`config.mk`:
```
export PLATFORM = sky130hd
export DESIGN_NAME = dpi_stream_sequencer
export DESIGN_NICKNAME = d
export VERILOG_FILES = /design/src/rtl/dpi_stream_sequencer.sv
export SDC_FILE = /design/constraint.sdc
export NUM_CORES = 1
export LEC_CHECK = 0
export BUFFER_PORTS_ARGS = -buffer_cell sky130_fd_sc_hd__buf_2
export CORE_ASPECT_RATIO = 2
export CORE_MARGIN = 1
export CORE_UTILIZATION = 30
export DETAILED_ROUTE_END_ITERATION = 10
export GPL_TIMING_DRIVEN = 0
export SYNTH_ARGS = -nofsm -noshare
export SYNTH_HDL_FRONTEND = slang
export SYNTH_SLANG_ARGS = --single-unit
export TNS_END_PERCENT = 20
```
`constraint.sdc`:
```
create_clock -name clk -period 3.25 [get_ports clk]
set_clock_uncertainty 0.2 [all_clocks]
set_input_delay 0.65 -clock clk [delete_from_list [all_inputs] [get_ports clk]]
set_output_delay 0.65 -clock clk [all_outputs]
set_load 0.05 [all_outputs]
```
`src/rtl/dpi_stream_sequencer.sv`:
```
// dpi_stream_sequencer: sequences tagged packet bytes into the matcher bank (restore, stream, drain, eop) and collects per-packet results.
module dpi_stream_sequencer #(
    parameter int NUM_REGEX    = 8,
    parameter int LOAD_CYCLES  = 3,
    parameter int DRAIN_CYCLES = 3
) (
    input  logic                 clk,
    input  logic                 rst_n,
    input  logic                 pkt_vld,
    input  logic                 pkt_sop,
    input  logic                 pkt_eop,
    input  logic [7:0]           pkt_data,
    input  logic [5:0]           pkt_sid,
    output logic                 pkt_rdy,
    input  logic                 cfg_we,
    input  logic [5:0]           cfg_sid,
    input  logic [NUM_REGEX-1:0] cfg_enable,
    input  logic                 clear_streams,
    output logic                 load_state,
    output logic                 new_stream_id,
    output logic [5:0]           stream_id,
    output logic [NUM_REGEX-1:0] enable,
    output logic [7:0]           char_in,
    output logic                 char_in_vld,
    output logic                 eop,
    input  logic [NUM_REGEX-1:0] fired_in,
    output logic                 result_vld,
    output logic [5:0]           result_sid,
    output logic [NUM_REGEX-1:0] result_match,
    output logic [31:0]          pkt_count,
    output logic                 proto_err
);
    localparam int CNT_W = 8;
    typedef enum logic [2:0] {IDLE, LOAD, STREAM, DRAIN, EOP} state_t;
    state_t               state, state_nxt;
    logic [CNT_W-1:0]     cnt, cnt_nxt;
    logic                 start, stray, beat, first;
    logic [63:0]          seen;
    logic [NUM_REGEX-1:0] en_tbl [64];
    always_ff @(posedge clk or negedge rst_n) begin
        if (!rst_n) begin
            state <= IDLE;
            cnt   <= '0;
        end else begin
            state <= state_nxt;
            cnt   <= cnt_nxt;
        end
    end
    always_comb begin
        state_nxt = state;
        cnt_nxt   = cnt;
        pkt_rdy   = 1'b0;
        start     = 1'b0;
        stray     = 1'b0;
        case (state)
            IDLE: begin
                stray   = pkt_vld & ~pkt_sop;
                pkt_rdy = stray;
                start   = pkt_vld & pkt_sop;
                if (start) begin
                    state_nxt = LOAD;
                    cnt_nxt   = '0;
                end
            end
            LOAD: begin
                if (cnt == CNT_W'(LOAD_CYCLES - 1)) state_nxt = STREAM;
                else cnt_nxt = cnt + CNT_W'(1);
            end
            STREAM: begin
                pkt_rdy = 1'b1;
                if (pkt_vld && pkt_eop) begin
                    state_nxt = DRAIN;
                    cnt_nxt   = '0;
                end
            end
            DRAIN: begin
                if (cnt == CNT_W'(DRAIN_CYCLES)) state_nxt = EOP;
                else cnt_nxt = cnt + CNT_W'(1);
            end
            default: state_nxt = IDLE;
        endcase
    end
    assign beat = (state == STREAM) & pkt_vld;
    // restore handshake and held per-packet context
    always_ff @(posedge clk or negedge rst_n) begin
        if (!rst_n) begin
            load_state    <= 1'b0;
            new_stream_id <= 1'b0;
            stream_id     <= '0;
            enable        <= '0;
            first         <= 1'b0;
        end else begin
            load_state    <= start;
            new_stream_id <= start & ~seen[pkt_sid];
            if (start) begin
                stream_id <= pkt_sid;
                enable    <= en_tbl[pkt_sid];
            end
            first <= start ? 1'b1 : (beat ? 1'b0 : first);
        end
    end
    always_ff @(posedge clk or negedge rst_n) begin
        if (!rst_n) begin
            char_in     <= '0;
            char_in_vld <= 1'b0;
            eop         <= 1'b0;
            proto_err   <= 1'b0;
        end else begin
            char_in_vld <= beat;
            if (beat) char_in <= pkt_data;
            eop         <= (state == DRAIN) && (cnt == CNT_W'(DRAIN_CYCLES));
            proto_err   <= proto_err | stray | (beat & pkt_sop & ~first);
        end
    end
    always_ff @(posedge clk or negedge rst_n) begin
        if (!rst_n) begin
            result_vld   <= 1'b0;
            result_sid   <= '0;
            result_match <= '0;
            pkt_count    <= '0;
        end else begin
            result_vld <= (state == EOP);
            if (state == EOP) begin
                result_sid   <= stream_id;
                result_match <= fired_in & enable;
                pkt_count    <= pkt_count + 32'd1;
            end
        end
    end
    // a clear in the EOP cycle beats the seen-bit set
    always_ff @(posedge clk or negedge rst_n) begin
        if (!rst_n) seen <= '0;
        else if (clear_streams) seen <= '0;
        else if (state == EOP) seen[stream_id] <= 1'b1;
    end
    always_ff @(posedge clk or negedge rst_n) begin
        if (!rst_n) begin
            for (int i = 0; i < 64; i++) en_tbl[i] <= '0;
        end else if (cfg_we) begin
            en_tbl[cfg_sid] <= cfg_enable;
        end
    end
endmodule

```
==> metrics.md <==
| Metric | Value |
|---|---|
| WHS | 48.4 ps |
| Layout cells sized above 1 | 36.7% |
| Synth top area share | 55.1% |
| DR vias/cell | between 5 and 6 |
| CP Capture Type | register |
| Worst skew pair latency | 650 ps |
| Status | finished with violations |
| Effective utilization at floorplan | between 30% and 40% |
| DP HPWL | ~74,000 um |
| Final net count | ~2,400 |
| CP max stage delay | 610 ps |
| Syn-to-layout area delta | 14.2% |
| WL final | 98,400 um |
| CTS tree | done |
| Die area | 0.101 sq mm |
| Worst Path Class, Setup | input pin to register |
| Worst Tran Pin Value | approximately 1300 ps |
| Leakage Power | 15.8 nW |
| Syn_area_per_cell | 13.6 sq um |
| Drt drc | 0 |
| Asr flop ratio synth | between 90% and 100% |
| Fill cells | 9,683 |
| Commonest non-fill, non-tap cell in the layout | dfrtp_1 |
| Critical path, cell by cell | buf_2 > buf_2 > buf_4 > buf_2 > mux2i_1 > nand2_1 > nand4_1 > nand3_1 > o211ai_1 > nand4_1 |
| Cell Rows | 163 |
| Mapped Cells | 2,208 |
| Failing checks | negative setup slack |
| Netlist cell types | 50 |
| First-pass GRT wire length | 143,000 um |
| # setup viols final | 2 |
| Final Max Slew Viols | 0 |
| Clk sinks | approximately 660 |
| Hold Vio Cnt, Final | 0 |
| Vias in the first global route | 20,400 |
| DRT antenna net count | 0 |
| Synth top area cells | dfrtp_1, mux2_2, mux4_2 |
| Gr usage total | 19.6% |
| YS warnings | 0 |
| GR Overflow Total | 0 |
| Tcrit/Tclk final | 101% |
| Post-Syn Area | 0.0300 sq mm |
| Max Freq | 304 MHz |
| Drt wl/cell | 26.3 um |
| Fraction of the yosys area taken by sequential cells | a little under three fifths |
| Clk buf depth | 3 |
| Reg area | 0.0166 sq mm |
| Crit path time final | 3290 ps |
| Die height | 450 um |
| Multi-input logic area | 0.0128 sq mm |
| Slowest cell on crit path | mux2i_1 |
| Final core utilization | approximately a third |
| Htree depth | 2 |
| Worst Slack Setup Final | -43.9 ps |
| Rel. slew slack | 9.84% |
| Chip Width | 226 um |
| Core area | 0.0989 sq mm |
| Initial DRC Count | 1,386 |
| Max-cap viol count | 0 |
| Largest net degree at the start of global routing | 122 |
| Root Buffer | clkbuf_16 |
| Yosys top cell by area | dfrtp_1 |
| Initial antenna violation count | 11 |
| Design Area, Final | 0.0343 sq mm |
| Pwr dens | 623 mW/mm^2 |
| Synth Register Bits | 662 |
| WP data required | 3560 ps |
| Gp weighted congestion | 1.03 |
| Inserted Clock Buffers | 55 |
| RSZ-0062 raised after global routing | false |
| IO Pins | about 120 |
| Hold Path Class | input pin to register |
| Crit-path max FO | 10 |
| Via count | 19,200 |
| Clock slew at reported path FFs | 70 ps |
| Buffers on Ports | 101 |
| TritonRoute pass-1 iters | 8 |
| Synthesized Nets | 2,254 |
| Post-DP Area | 0.0324 sq mm |
| Post-synth top flop | dfrtp_1 |
| Most frequent cells in the layout | dfrtp_1, mux2_2, nand2_1 |
| Most used cell, CP | buf_2 |
| Worst Path Arrival | 3600 ps |
| Post-synth EDFFs | 0 |
| Total chip power | 21.4 mW |
| Critical Path Source Type | input pin |
| Peak supply drop | 0.387 mV |
==> routing by layer <==
metal	GRT usage, %	wire (um)
met5	0	89
met4	17.0	9720
met3	2.87	3900
met2	35.9	52000
met1	18.9	32600
==> path summary, 6_finish.rpt <==
check / end / depth (start not counted) / start / slack (ps)
min in group asynchronous: en_tbl[411] / 2 / rst_n / 400
min reg2reg: proto_err / 1 / proto_err / 270
max in group asynchronous: en_tbl[152] / 4 / rst_n / 750
max reg2reg: seen[54] / 5 / state[2] / 370
min: result_match[7] / 3 / fired_in[7] / 50
max: enable[0] / 10 / pkt_sid[2] / -40
==> worst max-delay path: cells and delay by family <==
| family | cells | cell delay [ps] |
|---|---|---|
| buf+inv | 4 | 1560 |
| mux | 1 | 610 |
| simple gates | 4 | 520 |
| compound gates | 1 | 200 |
==> power by group <==
| group | leakage (nW) | internal [mW] | switching [mW] |
|---|---|---|---|
| logic | 6.10 | 1.58 | 2.75 |
| registers | 8.81 | 9.34 | 0.676 |
| clock network | 0.905 | 3.79 | 3.22 |
| total | 15.8 | 14.7 | 6.65 |
==> layout make-up <==
class                   instances  area share [%]
diodes                          3          0.0219
plain buffers                 157            2.01
clock buffers                  80            4.61
clock inverters                20           0.777
inverters                       8          0.0875
multi-input cells            1381            37.4
flip-flops and latches        662            48.3
well taps                    1320            4.81
repair buffers                109            1.99
==> state kept, by name, summed over array words and instances, names as in the netlist <==
signal         cells
seen              64
stream_id          6
pkt_count         32
result_vld         1
enable             8
en_tbl           512
char_in            8
cnt                8
result_sid         6
char_in_vld        1
eop                1
state              3
load_state         1
first              1
proto_err          1
result_match       8
new_stream_id      1
==> kinds of logic (layout without fill, tap and decap cells) <==
group                    after synthesis  in the layout  synth area share [%]
AO/OA/AOI/OAI                        187            187                  3.88
XOR/XNOR                              31             31                 0.904
adder cells (fa/ha/maj)                3              3                 0.125
buffers and inverters                165            374                  2.33
flip-flops                           662            662                  55.1
multiplexers                         745            745                  31.2
other                                  0              3                     0
AND/OR/NAND/NOR                      415            415                  6.42
==> synthesized netlist by cell type (all sizes together), types with 15 or more instances <==
cell type and count:
a211oi 15, a21oi 98, a22oi 15, buf 54, clkbuf 103, dfrtp 662
mux2 530, mux2i 115, mux4 100, nand2 146, nand3 30, nand4 28
nor2 123, nor2b 21, o21ai 16, xnor2 24
==> timing repair <==
action,CTS,global route
hold buffers,1,0
setup buffers,0,0
endpoints found under the setup margin,7,8
gates resized for setup,13,2
hold endpoints to repair,76,0
==> through the flow <==
step                instances  TNS [ps]  worst slack (ps)
floorplan                2208         0               596
global placement         3629  -8655310            -12960
detailed placement       3636    -89430              -931
CTS                      3737     -5.68             -3.90
global route             3738         0              3.15
finish                   3740     -74.1             -43.9
No activity file was read; power rests on OpenSTA's default activity.
